<file path="src/rtl/instr_prefetch_queue.sv">
// instr_prefetch_queue: fetch-PC driven instruction prefetch FIFO with redirect flush
module instr_prefetch_queue #(
  parameter int DEPTH = 4,
  parameter logic [63:0] RESET_PC = 64'h0
) (
  input  logic                    clock,
  input  logic                    reset,
  output logic                    imem_req,
  output logic [63:0]             imem_addr,
  input  logic                    imem_ack,
  input  logic [31:0]             imem_rdata,
  input  logic                    imem_err,
  input  logic                    redirect,
  input  logic [63:0]             redirect_pc,
  output logic                    out_valid,
  input  logic                    out_ready,
  output logic [63:0]             out_pc,
  output logic [31:0]             out_instr,
  output logic                    out_err,
  output logic [$clog2(DEPTH):0]  count
);
  localparam int AW = $clog2(DEPTH);
  localparam int CW = AW + 1;
  logic [63:0] pc_mem [DEPTH];
  logic [31:0] instr_mem [DEPTH];
  logic err_mem [DEPTH];
  logic [AW-1:0] rd_ptr, wr_ptr;
  logic [63:0] fetch_pc, fetch_pc_n, addr_n;
  logic [CW-1:0] count_n;
  logic drop, halt, drop_n, halt_n, req_n, push, pop, busy;
  assign out_valid = count != '0;
  assign out_pc = pc_mem[rd_ptr];
  assign out_instr = instr_mem[rd_ptr];
  assign out_err = err_mem[rd_ptr];
  // next-state: redirect flushes the queue, a pending fetch is dropped rather than abandoned
  always_comb begin
    busy = imem_req & ~imem_ack;
    push = imem_req & imem_ack & ~drop & ~redirect;
    pop = out_valid & out_ready & ~redirect;
    count_n = redirect ? '0 : count + CW'(push) - CW'(pop);
    fetch_pc_n = redirect ? redirect_pc & ~64'd3 : push ? fetch_pc + 64'd4 : fetch_pc;
    drop_n = busy & (drop | redirect);
    halt_n = redirect ? 1'b0 : halt | (push & imem_err);
    req_n = busy | (~halt_n & (count_n < CW'(DEPTH)));
    addr_n = busy ? imem_addr : fetch_pc_n;
  end
  // control state and FIFO pointers
  always_ff @(posedge clock or posedge reset)
    if (reset) begin
      imem_req <= 1'b0;
      imem_addr <= RESET_PC;
      fetch_pc <= RESET_PC;
      drop <= 1'b0;
      halt <= 1'b0;
      count <= '0;
      rd_ptr <= '0;
      wr_ptr <= '0;
    end else begin
      imem_req <= req_n;
      imem_addr <= addr_n;
      fetch_pc <= fetch_pc_n;
      drop <= drop_n;
      halt <= halt_n;
      count <= count_n;
      rd_ptr <= redirect ? '0 : rd_ptr + AW'(pop);
      wr_ptr <= redirect ? '0 : wr_ptr + AW'(push);
    end
  // FIFO storage; cleared on reset so the empty head reads as zero
  always_ff @(posedge clock or posedge reset)
    if (reset) begin
      for (int i = 0; i < DEPTH; i++) begin
        pc_mem[i] <= '0;
        instr_mem[i] <= '0;
        err_mem[i] <= 1'b0;
      end
    end else if (push) begin
      pc_mem[wr_ptr] <= imem_addr;
      instr_mem[wr_ptr] <= imem_rdata;
      err_mem[wr_ptr] <= imem_err;
    end
endmodule
</file>
<file path="config.mk">
export PLATFORM = sky130hd
export DESIGN_NAME = instr_prefetch_queue
export DESIGN_NICKNAME = d
export VERILOG_FILES = /design/src/rtl/instr_prefetch_queue.sv
export SDC_FILE = /design/constraint.sdc
export NUM_CORES = 1
export LEC_CHECK = 0
export ABC_CLOCK_PERIOD_IN_PS = 39800
export CAP_MARGIN = 40
export CORE_MARGIN = 10
export CORE_UTILIZATION = 30
export CTS_BUF_LIST = sky130_fd_sc_hd__clkbuf_8
export DETAILED_ROUTE_END_ITERATION = 8
export PLACE_DENSITY_LB_ADDON = 0.3
export SETUP_SLACK_MARGIN = 0.5
export SYNTH_ARGS = -nofsm -noshare
export SYNTH_HDL_FRONTEND = slang
export SYNTH_SLANG_ARGS = --single-unit
</file>
<file path="constraint.sdc">
create_clock -name clock -period 39.8 [get_ports clock]
set_clock_uncertainty 0.15 [all_clocks]
set_input_delay 7.96 -clock clock [delete_from_list [all_inputs] [get_ports clock]]
set_output_delay 7.96 -clock clock [all_outputs]
set_load 0.05 [all_outputs]
</file>
==> summary by stage, run 1 <==
Synth
Synthesis produced 1572 cells. In the post-synthesis netlist, the biggest area contributors are sky130_fd_sc_hd__dfrtp_1 56%, sky130_fd_sc_hd__mux2_2 21%, sky130_fd_sc_hd__mux4_2 9.4%. In this run, synthesis inferred 0 flip-flops with an integrated enable. Dividing the synthesized area by the synthesized cell count gives roughly 15 um^2. The number of distinct library cell variants in the gate-level netlist after synthesis is 49. The fraction of registers with async set or reset after synthesis is 1.000. The post-synthesis instance area is between 20000 and 25000 um^2. The most used flip-flop cell after synthesis is sky130_fd_sc_hd__dfrtp_1.

The share of synthesized area in the top cell type comes to 0.5640. The synthesis-stage register bit count is around 530. The commonest cells after synthesis are 526 x sky130_fd_sc_hd__dfrtp_1, 441 x sky130_fd_sc_hd__mux2_2, 97 x sky130_fd_sc_hd__mux4_2, 65 x sky130_fd_sc_hd__nand2_1, 62 x sky130_fd_sc_hd__clkbuf_1. Yosys printed 0 warnings. Counting every net in the synthesized netlist gives between 1500 and 2000. The share of the Yosys chip area taken by registers is 0.5640. The most repeated cell in the gate-level netlist after synthesis is sky130_fd_sc_hd__dfrtp_1. Of all cell types, the one taking the most synthesized area is sky130_fd_sc_hd__dfrtp_1.

Timing
The final number of max-transition violations is 0. The total negative slack is 0 ns. The fraction of the cycle the final worst path needs is 0.2957. The final count of hold timing violations came to 0. After layout, the minimum clock period comes to 11.77 ns. Setup repair after global routing left no endpoint under its margin. For the pin with the worst max-slew slack, the measured transition is 0.9264 ns. The final-report setup violation count is 0. Measured against its own limit, the worst slew margin works out to 0.3824. The timing-limited maximum frequency is about 85 MHz.

Floorplanning
The horizontal die dimension is 298.9 um. The die covers 89350 um^2. The initial utilization of the core area, before any placement, comes to 0.3018. The number of placement rows is 102.

The die is 298.9 um tall. After floorplanning, the core was sized to cover a little under 80000 um^2. In this run the count of I/O pins placed on the die edge is 268.

Setup path
The startpoint of the most critical register-to-register path is imem_req$_DFF_PP0_. In this run the register-to-register setup slack is 36.33 ns. The path type of the worst setup path is flop to output pin. The worst setup path is captured at an output pin. The signal arrival time at the worst endpoint is 3.66 ns. The kind of start point of the critical path is a flop. The critical register-to-register path endpoint is instr_mem[22]$_DFFE_PP0P_. For the worst flop-to-flop path, the logic depth is 5. The required time reported for the critical path endpoint is 31.69 ns. The worst-path maximum fanout is 31.

CTS
The root buffer cell is sky130_fd_sc_hd__clkbuf_8. The clock passes through at most 3 buffers. CTS saw 526 sinks. Buffers added to address setup during post-CTS repair amount to 0. The H-tree was split into 3 levels. The number of buffers inserted for hold repair after clock tree synthesis is 0. The number of buffers created by CTS is 95.

For the worst-skew pair, the clock arrives at the later sink with an insertion delay of 0.68 ns. The clock tree from TritonCTS is done. The post-cts repair resize count is 0. Clock-pin slew was measured on the worst setup and hold paths at roughly 0.060 ns.

GRT
The number of global-route vias before repair is 16050. The total global routing overflow is 0. Entering global routing, the biggest net connects 151 pins. The global-route wire length before repair is 99.47 mm. The number of antenna violations at the first check in global routing was 4. The overall fraction of global-route tracks in use is 0.1422.

Finish
The post-layout net count is 1975. The final design utilization is 0.3798. The post-synthesis to final-layout area growth is 25.87%. Fill cells in the final layout number 7377.

The share of layout cells above drive strength 1 is 0.3832.

Detailed routing
Wires add up to 63.89 mm. The first TritonRoute pass finished after 5 iterations. The antenna violation net count after detailed routing is 0. The initial DRC count is 543. Using the TritonRoute via totals, the vias-per-cell ratio works out to 4.863. Dividing the detail-routed wire length by the instance count gives 21.43 um.

Across all layers, the routed design uses roughly 14000 vias. After detailed routing, the number of remaining DRC violations is 0.

Power and ir drop
For this design the static power due to leakage is approximately 13 nW. The worst-case IR drop observed on VDD is roughly 45 uV. The areal power density over the cells is 71.58 nW/um^2.

Min path
The worst hold path endpoint is pc_mem[89]$_DFFE_PP0P_. The type of the most critical hold path is flop to flop. Counting instances, the worst hold path has a depth of 1.

The hold path startpoint is pc_mem[89]$_DFFE_PP0P_.

Flow run
The tool flagged a number of max-cap violations equal to 0.

Placed design
Input and output buffers added on the ports amount to 265. Detailed placement ended at an HPWL of 41.64 mm. The congestion estimate from routability-driven global placement came to ~0.74.

Status
The run finished with clean final reports.
==> where the power goes <==
group	total (mW)	switching [mW]	internal, mW
Clock	0.544	0.233	0.312
Combinational	0.780	0.448	0.332
Sequential	0.778	0.102	0.676
Total	2.10	0.783	1.32
==> routing by layer <==
| metal | vias up | part of all wire | track usage |
|---|---|---|---|
| li1 | 6413 | - | - |
| met1 | 7658 | 0.44 | 0.1831 |
| met2 | 324 | 0.49 | 0.2353 |
| met3 | 99 | 0.053 | 0.03586 |
| met4 | 4 | 0.019 | 0.03810 |
| met5 | - | 0.00042 | 0 |
==> through the flow <==
step | worst slack [ns] | cells | power (mW) | area, um^2 | hold WS [ns]
4_1_cts | 27.82 | 2979 | 2.140 | 29370 | 0.3501
3_3_place_gp | 28.22 | 2804 | 1.559 | 27140 | 0.3312
3_5_place_dp | 28.17 | 2810 | 1.581 | 27290 | 0.3370
2_1_floorplan | 16.99 | 1572 | 1.307 | 23340 | 0.3174
6_report | 28.03 | 2981 | 2.103 | 29370 | 0.3470
5_1_grt | 27.74 | 2980 | 2.212 | 29370 | 0.3597
==> final cells by class <==
cell class / count / area, um^2 / share of cell area
flip-flops and latches: 526 / 13170 / 0.4484
multi-input cells: 932 / 9753 / 0.3320
repair buffers: 295 / 2998 / 0.1021
clock buffers: 127 / 1748 / 0.05951
well taps: 1040 / 1301 / 0.04430
clock inverters: 42 / 327.8 / 0.01116
inverters: 17 / 71.32 / 0.002428
diodes: 2 / 5.005 / 0.0001704
==> worst max path at each step <==
stage | slack [ns] | endpoint | from | cells past startpoint
floorplan | 16.99 | count[0]$_DFF_PP0_ | reset | 1
global placement | 28.22 | instr_mem[5]$_DFFE_PP0P_ | imem_ack | 6
detailed placement | 28.17 | instr_mem[22]$_DFFE_PP0P_ | imem_ack | 6
CTS | 27.82 | out_pc[12] | rd_ptr[0]$_DFF_PP0_ | 3
global route | 27.74 | out_instr[28] | rd_ptr[0]$_DFF_PP0_ | 3
finish | 28.03 | out_pc[5] | rd_ptr[0]$_DFF_PP0_ | 3
==> registers in the layout, summed over array words and instances, names as in the netlist, 2 cells and up <==
signal     cells
instr_mem    128
count          3
rd_ptr         2
wr_ptr         2
fetch_pc      64
imem_addr     64
err_mem        4
pc_mem       256
==> kinds of logic (layout without fill, tap and decap cells) <==
family / after synthesis / in the layout / synth area share
flops: 526 / 526 / 0.5640
buf+inv: 114 / 481 / 0.01973
mux: 540 / 540 / 0.3073
compound gates: 74 / 74 / 0.02246
simple gates: 255 / 255 / 0.06155
other cells: 0 / 2 / 0
fa+ha+maj: 6 / 6 / 0.003539
xor+xnor: 57 / 57 / 0.02139
==> critical path: stages (launching register included) <==
cell and delay, ns:
sky130_fd_sc_hd__dfrtp_4 0.86, sky130_fd_sc_hd__buf_4 0.67, sky130_fd_sc_hd__mux4_2 0.62, sky130_fd_sc_hd__clkdlybuf4s50_1 0.73
==> layout by cell type, fill, tap and decap left out, types with 2 or more instances in the layout <==
master                            count
sky130_fd_sc_hd__o21ai_1              3
sky130_fd_sc_hd__o31ai_1              5
sky130_fd_sc_hd__nor4_1               5
sky130_fd_sc_hd__clkbuf_8           127
sky130_fd_sc_hd__o21ai_0             26
sky130_fd_sc_hd__nor2_1              35
sky130_fd_sc_hd__a221o_1             25
sky130_fd_sc_hd__nand4_1             17
sky130_fd_sc_hd__a21oi_1              7
sky130_fd_sc_hd__nand3_1             34
sky130_fd_sc_hd__a31oi_1              4
sky130_fd_sc_hd__ha_1                 5
sky130_fd_sc_hd__nand4_2              2
sky130_fd_sc_hd__nor2b_1              7
sky130_fd_sc_hd__nor4_2               7
sky130_fd_sc_hd__buf_4               23
sky130_fd_sc_hd__inv_8                4
sky130_fd_sc_hd__buf_16               5
sky130_fd_sc_hd__buf_12               2
sky130_fd_sc_hd__inv_1               39
sky130_fd_sc_hd__dfrtp_4              2
sky130_fd_sc_hd__xor2_1              31
sky130_fd_sc_hd__and4_1               4
sky130_fd_sc_hd__mux4_2              97
sky130_fd_sc_hd__nand2_2              2
sky130_fd_sc_hd__and3_1              34
sky130_fd_sc_hd__nor3_4               2
sky130_fd_sc_hd__bufinv_16            4
sky130_fd_sc_hd__clkinv_2             7
sky130_fd_sc_hd__mux2_2             441
sky130_fd_sc_hd__dfrtp_1            524
sky130_fd_sc_hd__xnor2_1             26
sky130_fd_sc_hd__nor4_4               3
sky130_fd_sc_hd__nor3_2               2
sky130_fd_sc_hd__diode_2              2
sky130_fd_sc_hd__or3_1                8
sky130_fd_sc_hd__nor3_1              17
sky130_fd_sc_hd__nand2_1             64
sky130_fd_sc_hd__clkdlybuf4s50_1    264
No activity file was read; power rests on OpenSTA's default activity.
==> run 2, diff against run 1 <==
--- a/config.mk
+++ b/config.mk
@@ -5,7 +5,7 @@
 export SDC_FILE = /design/constraint.sdc
 export NUM_CORES = 1
 export LEC_CHECK = 0
-export ABC_CLOCK_PERIOD_IN_PS = 39800
+export ABC_CLOCK_PERIOD_IN_PS = 11300
 export CAP_MARGIN = 40
 export CORE_MARGIN = 10
 export CORE_UTILIZATION = 30
==> constraint.sdc (replaced) <==
create_clock -name clock -period 11.3 [get_ports clock]
set_clock_uncertainty 0.15 [all_clocks]
set_input_delay 2.26 -clock clock [delete_from_list [all_inputs] [get_ports clock]]
set_output_delay 2.26 -clock clock [all_outputs]
set_load 0.05 [all_outputs]
==> summary by stage, run 2 (synthesis gave the netlist of run 1 again) <==
Detailed routing
The initial DRC count is 633 (was 543). The antenna violation net count after detailed routing is 0 (unchanged). The detail-routed net length per standard cell is 21.74 um (was 21.43 um).

The via count normalized by instance count was 4.902 (was 4.863). The total wire length after detailed routing is 64.79 mm (was 63.89 mm). The vias after detailed routing is 14610 (was 14500). The detailed-route DRC error count is 0 (unchanged). The number of iterations in the first detailed-routing pass was 5 (unchanged).

Placed design
The post-DP HPWL is 41.42 mm (was 41.64 mm). The routability-driven placement congestion ratio is 0.7542 (was 0.7417). The count of buffers from port buffering is 265 (unchanged). The number of placed instances with taps included is 2805 (was 2810).

Setup path
Cell-by-cell listing of the critical path: buf_4 > mux4_2 > clkdlybuf4s50_1 (unchanged). The critical path buffer and inverter count came to 2 (unchanged). The nature of the critical path endpoint was an output pin (unchanged). The signal arrival time at the worst endpoint is 3.63 ns (was 3.66 ns). The slowest cell on the critical path is sky130_fd_sc_hd__dfrtp_4 (unchanged).

The number of cells on the critical path is 3 (unchanged). The dominant delay contributor by cell family on the critical path is buffers and inverters (unchanged). The path type of the worst setup path is flop to output pin (unchanged). The worst-path maximum fanout came to 35 (was 31). The last element of the critical path is out_pc[4] (was out_pc[5]). The largest stage delay on the critical path was 0.79 ns (was 0.86 ns). The worst reg2reg path depth is 7 (was 5). The critical register-to-register path endpoint is imem_addr[56]$_DFFE_PP0N_ (was instr_mem[22]$_DFFE_PP0P_). The startpoint of the most critical register-to-register path was imem_req$_DFF_PP0_ (unchanged). The worst setup path startpoint is rd_ptr[0]$_DFF_PP0_ (unchanged). The kind of start point of the critical path is a flop (unchanged). The required time reported for the critical path endpoint is 8.89 ns (was 31.69 ns). The slack of the worst reg-to-reg path is 7.76 ns (was 36.33 ns).

CTS
The clock latency on the worst-skew pair came to 0.68 ns (about the same). The root buffer cell is sky130_fd_sc_hd__clkbuf_8 (unchanged). The number of buffers on the longest clock path was 3 (unchanged). The clock tree from TritonCTS is done (unchanged).

The post-cts repair resize count was 0 (unchanged). The number of buffers created by CTS is 97 (was 95). The clock sink count is 526 (unchanged).

The post-CTS clock slew at the launch and capture registers of the worst setup and hold paths was 0.06 ns (about the same). The number of buffers inserted to repair setup after CTS came to 0 (unchanged). The number of buffers inserted for hold repair after clock tree synthesis was 0 (unchanged).

The H-tree depth is 3 (unchanged).

GRT
The global-route wire length before repair is 98.94 mm (was 99.47 mm). The number of global-route vias before repair came to 15930 (was 16050). The largest net degree at the start of global routing came to 188 (was 151). The number of antenna violations at the first check in global routing is 7 (was 4).

The overall fraction of global-route tracks in use is 0.1423 (was 0.1422). The total global routing overflow was 0 (unchanged).

Timing
After layout, the minimum clock period comes to 6.045 ns. The worst-case headroom to the max-slew limit is 0.2282 (was 0.3824). The total negative slack is 0 ns (unchanged). The final count of hold timing violations came to 0 (unchanged).

Dividing the final minimum period by the clock period gives 0.5349. The timing-limited maximum frequency is ~170 MHz. Setup repair after global routing missed its margin: no (unchanged). The final-report setup violation count is 0 (unchanged). The final number of max-transition violations is 0 (unchanged). The pin slew with the least headroom to its limit is 1.158 ns (was 0.9264 ns).

Floorplanning
The top-level port count is 268 (unchanged). The area of the die was 89350 um^2 (unchanged). The die height was 298.9 um (unchanged). The placeable core region is 77340 um^2 (unchanged). The number of placement rows is 102 (unchanged). The horizontal die dimension came to 298.9 um (unchanged). The starting utilization of the core area was 0.3018 (unchanged).

Finish
The share of layout cells above drive strength 1 is 0.3808 (was 0.3832). The number of flip-flops under the largest register name is 256 (unchanged). The post-layout net count is 1972 (was 1975). The commonest non-fill, non-tap cell in the layout was sky130_fd_sc_hd__dfrtp_1 (unchanged). The post-synthesis to final-layout area growth is 25.10% (was 25.87%). The number of inserted filler cells in the final layout is 7365 (was 7377). The filler-free cell count of the finished design was 2980 (was 2981).

Registers with the highest flip-flop counts: pc_mem x256, instr_mem x128 (unchanged). Highest-count cells in the layout ignoring fill and taps: 524 x sky130_fd_sc_hd__dfrtp_1, 441 x sky130_fd_sc_hd__mux2_2, 264 x sky130_fd_sc_hd__clkdlybuf4s50_1 (unchanged). The register ranked first by flip-flop count is pc_mem (unchanged).

Status
Run status: completed (unchanged).

Power and ir drop
The areal power density over the cells is 250.9 nW/um^2 (was 71.58 nW/um^2). The standby leakage power is 12.84 nW (was 12.93 nW). The worst voltage drop across the vdd grid is 159.1 uV (was 45.32 uV).

Flow run
The number of max-cap violations was 0 (unchanged).

Min path
The type of the most critical hold path is flop to flop (unchanged). The hold path startpoint was pc_mem[75]$_DFFE_PP0P_ (was pc_mem[89]$_DFFE_PP0P_).
run 2: changes by cell type in the layout (fill, tap and decap cells not counted), moves of 3 or more:
| cell | change |
|---|---|
| sky130_fd_sc_hd__clkinvlp_4 | +4 |
| sky130_fd_sc_hd__clkinv_2 | +7 |
| sky130_fd_sc_hd__buf_16 | -3 |
| sky130_fd_sc_hd__buf_4 | -3 |
| sky130_fd_sc_hd__clkbuf_8 | -6 |
| sky130_fd_sc_hd__inv_1 | +4 |
run 2: area by class of cell:
cell class / instances / area (um^2) / share of cell area
antenna: 2 / 5.005 / 0.0001714
clock buffer: 121 / 1665 / 0.05704
clock inverter: 52 / 320.3 / 0.01097
inverter: 17 / 67.56 / 0.002314
multi-input combinational: 932 / 9753 / 0.3341
sequential: 526 / 13170 / 0.4511
tap: 1040 / 1301 / 0.04457
timing repair buffer: 290 / 2913 / 0.09977
run 2: worst min path at each step:
stage	endpoint	slack, ns	depth (start not counted)
floorplan	drop$_DFF_PP0_	0.32	2
global placement	instr_mem[40]$_DFFE_PP0P_	0.33	1
detailed placement	pc_mem[113]$_DFFE_PP0P_	0.34	1
CTS	pc_mem[113]$_DFFE_PP0P_	0.35	1
global route	pc_mem[112]$_DFFE_PP0P_	0.36	1
finish	pc_mem[75]$_DFFE_PP0P_	0.35	1
run 2: layer usage:
| metal | share of wire | wire length, um | global-route usage | vias to the layer above |
|---|---|---|---|---|
| li1 | - | - | - | 6422 |
| met1 | 0.44 | 28320 | 0.1804 | 7742 |
| met2 | 0.48 | 31410 | 0.2331 | 328 |
| met5 | 0.0012 | 75 | 0 | - |
| met4 | 0.019 | 1205 | 0.04144 | 12 |
| met3 | 0.058 | 3778 | 0.04171 | 103 |
run 2: where the power goes:
group,total (mW),internal [mW],leakage [nW],switching [mW]
sequential,2.73,2.38,6.77,0.353
clock,1.84,1.01,1.13,0.827
combinational,2.75,1.17,4.95,1.59
total,7.33,4.56,12.8,2.77
run 2: metrics by stage:
stage / hold WS, ns / area, um^2 / total power, mW / setup WS, ns / utilization
finish: 0.3462 / 29200 / 7.326 / 5.255 / 0.3775
global route: 0.3565 / 29200 / 7.705 / 4.952 / 0.3775
CTS: 0.3484 / 29190 / 7.463 / 5.019 / 0.3774
detailed placement: 0.3369 / 27200 / 5.567 / 5.321 / 0.3518
global placement: 0.3308 / 27150 / 5.493 / 5.397 / 0.3510
floorplan: 0.3174 / 23340 / 4.606 / 1.742 / -
==> run 3, diff against run 2 <==
--- a/config.mk
+++ b/config.mk
@@ -5,7 +5,7 @@
 export SDC_FILE = /design/constraint.sdc
 export NUM_CORES = 1
 export LEC_CHECK = 0
-export ABC_CLOCK_PERIOD_IN_PS = 11300
+export ABC_CLOCK_PERIOD_IN_PS = 5150
 export CAP_MARGIN = 40
 export CORE_MARGIN = 10
 export CORE_UTILIZATION = 30
==> constraint.sdc (replaced) <==
create_clock -name clock -period 5.15 [get_ports clock]
set_clock_uncertainty 0.15 [all_clocks]
set_input_delay 1.03 -clock clock [delete_from_list [all_inputs] [get_ports clock]]
set_output_delay 1.03 -clock clock [all_outputs]
set_load 0.05 [all_outputs]
==> summary by stage, run 3 (synthesis gave the netlist of run 1 again) <==
Timing
The worst setup margin was 0.7467 ns (was 5.255 ns). The final count of hold timing violations was 0 (unchanged). The total negative slack is 0 ns (unchanged).

The time the final worst path needs with I/O delays and setup is 4.403 ns. The final-report setup violation count is 0 (unchanged). The final number of max-transition violations came to 0 (unchanged).

The pin slew with the least headroom to its limit is 0.8932 ns (was 1.158 ns). Based on the critical path, the design can be clocked at up to 227.1 MHz. Dividing the final minimum period by the clock period gives 0.8550. The minimum hold slack is 0.3456 ns (was 0.3462 ns).

Setup repair after global routing missed its margin: no (unchanged). The worst-case headroom to the max-slew limit was 0.4046 (was 0.2282).

CTS
The number of buffers created by CTS was 96 (was 97). The clock latency on the worst-skew pair is 0.66 ns (was 0.68 ns). The number of buffers inserted to repair setup after CTS is 0 (unchanged). The number of buffers inserted for hold repair after clock tree synthesis was 0 (unchanged). The post-cts repair resize count came to 0 (unchanged). The post-CTS clock slew at the launch and capture registers of the worst setup and hold paths is 0.05 ns (was 0.06 ns). The clock sink count came to 526 (unchanged). The clock tree from TritonCTS is done (unchanged). The root buffer cell is sky130_fd_sc_hd__clkbuf_8 (unchanged).

The number of buffers on the longest clock path is 3 (unchanged). The H-tree depth came to 3 (unchanged).

Placed design
The post-DP HPWL is 42.16 mm (was 41.42 mm). The worst slack after detailed placement is 0.9002 ns (was 5.321 ns). The count of buffers from port buffering was 265 (unchanged). The number of placed instances with taps included is 2817 (was 2805). The cell area after placement came to 27390 um^2 (was 27200 um^2). The routability-driven placement congestion ratio was 0.7562 (was 0.7542).

Detailed routing
The detail-routed net length per standard cell was 21.44 um (was 21.74 um). The detailed-route DRC error count is 0 (unchanged). The total wire length after detailed routing was 64.09 mm (was 64.79 mm). The initial DRC count was 695 (was 633).

The number of iterations in the first detailed-routing pass is 5 (unchanged). The antenna violation net count after detailed routing is 0 (unchanged). The vias after detailed routing came to 14570 (was 14610).

The via count normalized by instance count is 4.874 (was 4.902).

Setup path
The worst reg2reg path depth is 7 (unchanged). The worst-path maximum fanout is 34 (was 35). The path type of the worst setup path is flop to output pin (unchanged). The signal arrival time at the worst endpoint was 3.22 ns (was 3.63 ns). The startpoint of the most critical register-to-register path is drop$_DFF_PP0_ (was imem_req$_DFF_PP0_). The kind of start point of the critical path is a flop (unchanged). The required time reported for the critical path endpoint is 3.97 ns (was 8.89 ns).

The slack of the worst reg-to-reg path came to 2.07 ns (was 7.76 ns). The nature of the critical path endpoint is an output pin (unchanged). The critical register-to-register path endpoint is imem_addr[56]$_DFFE_PP0N_ (unchanged).

Finish
The filler-free cell count of the finished design was 2989 (was 2980). The share of layout cells above drive strength 1 is 0.3837 (was 0.3808). The number of inserted filler cells in the final layout is 7346 (was 7365).

The post-layout net count came to 1983 (was 1972). The register ranked first by flip-flop count is pc_mem (unchanged). The final design utilization is 0.3798 (was 0.3775).

The commonest non-fill, non-tap cell in the layout is sky130_fd_sc_hd__dfrtp_1 (unchanged). The area of all placed cells without fillers is 29380 um^2 (was 29200 um^2). The post-synthesis to final-layout area growth came to 25.88% (was 25.10%).

The number of flip-flops under the largest register name is 256 (unchanged). Highest-count cells in the layout ignoring fill and taps: 524 x sky130_fd_sc_hd__dfrtp_1, 441 x sky130_fd_sc_hd__mux2_2, 264 x sky130_fd_sc_hd__clkdlybuf4s50_1 (unchanged). Registers with the highest flip-flop counts: pc_mem x256, instr_mem x128 (unchanged).

Floorplanning
The die height was 298.9 um (unchanged). The placeable core region is 77340 um^2 (unchanged). The horizontal die dimension is 298.9 um (unchanged). The starting utilization of the core area is 0.3018 (unchanged).

The top-level port count is 268 (unchanged). The area of the die is 89350 um^2 (unchanged). The number of placement rows is 102 (unchanged).

Power and ir drop
The worst voltage drop across the vdd grid is 347.5 uV (was 159.1 uV). The internal power component is 10.04 mW (was 4.560 mW). The standby leakage power came to 12.94 nW (was 12.84 nW). The net switching component of the power is 6.031 mW (was 2.766 mW). The relative contribution of sequential cells to total power is 0.372 (was 0.373). The part of the total power dissipated in combinational logic is 0.378 (was 0.376). The fraction of power consumed by the clock network is 0.250 (was 0.251). The proportion of total power due to net switching is 0.3753 (was 0.3775). The areal power density over the cells was 547.0 nW/um^2 (was 250.9 nW/um^2).

The overall power after layout is 16.07 mW (was 7.326 mW).

Min path
The type of the most critical hold path is flop to flop (unchanged). The hold path startpoint is instr_mem[23]$_DFFE_PP0P_ (was pc_mem[75]$_DFFE_PP0P_). The worst hold path endpoint is instr_mem[23]$_DFFE_PP0P_ (was pc_mem[75]$_DFFE_PP0P_). The depth of the worst hold-timing path is 1 (unchanged).

GRT
The number of antenna violations at the first check in global routing is 6 (was 7). The total global routing overflow is 0 (unchanged). The global-route wire length before repair is 99.97 mm (was 98.94 mm).

The number of global-route vias before repair was 16150 (was 15930). The largest net degree at the start of global routing is 151 (was 188). The overall fraction of global-route tracks in use came to 0.1425 (was 0.1423).

Status
Run status: completed (unchanged).

Flow run
The number of max-cap violations was 0 (unchanged).
-- run 3: layer usage --
metal	vias to the layer above	global-route usage	part of all wire
met3	96	0.03810	0.056
li1	6430	-	-
met2	335	0.2317	0.48
met1	7699	0.1857	0.44
met5	-	0	0.00090
met4	8	0.03846	0.016
-- run 3: final cells by class --
type,instances,area (um^2),area share
Clock buffer,130,1789,0.06091
Timing Repair Buffer,302,3100,0.1055
Clock inverter,40,190.2,0.006474
Inverter,17,67.56,0.002300
Tap cell,1040,1301,0.04430
Sequential cell,526,13170,0.4483
Multi-Input combinational cell,932,9753,0.3320
Antenna cell,2,5.005,0.0001704
-- run 3: how the worst max path moves through the flow --
stage | start | end | slack, ns | cells after the start
3_3_place_gp | imem_ack | imem_addr[56]$_DFFE_PP0N_ | 0.97 | 8
4_1_cts | rd_ptr[1]$_DFF_PP0_ | out_pc[2] | 0.64 | 3
5_1_grt | rd_ptr[1]$_DFF_PP0_ | out_pc[2] | 0.63 | 3
3_5_place_dp | imem_ack | imem_addr[56]$_DFFE_PP0N_ | 0.90 | 8
6_report | rd_ptr[1]$_DFF_PP0_ | out_pc[2] | 0.75 | 3
2_1_floorplan | reset | count[0]$_DFF_PP0_ | -3.18 | 1
-- run 3: worst max-delay path: stages (launching register included) --
cell and delay [ns]:
sky130_fd_sc_hd__dfrtp_4 0.85, sky130_fd_sc_hd__buf_4 0.51, sky130_fd_sc_hd__mux4_2 0.41, sky130_fd_sc_hd__clkdlybuf4s50_1 0.74
-- run 3: power groups by stage --
stage / Combinational [mW] / Clock, mW / Sequential, mW
finish: 6.07 / 4.01 / 5.98
global route: 6.39 / 4.37 / 6.14
CTS: 6.18 / 4.18 / 6.00
detailed placement: 6.17 / 0 / 6.06
global placement: 6.11 / 0 / 5.98
floorplan: 3.79 / 0 / 6.32
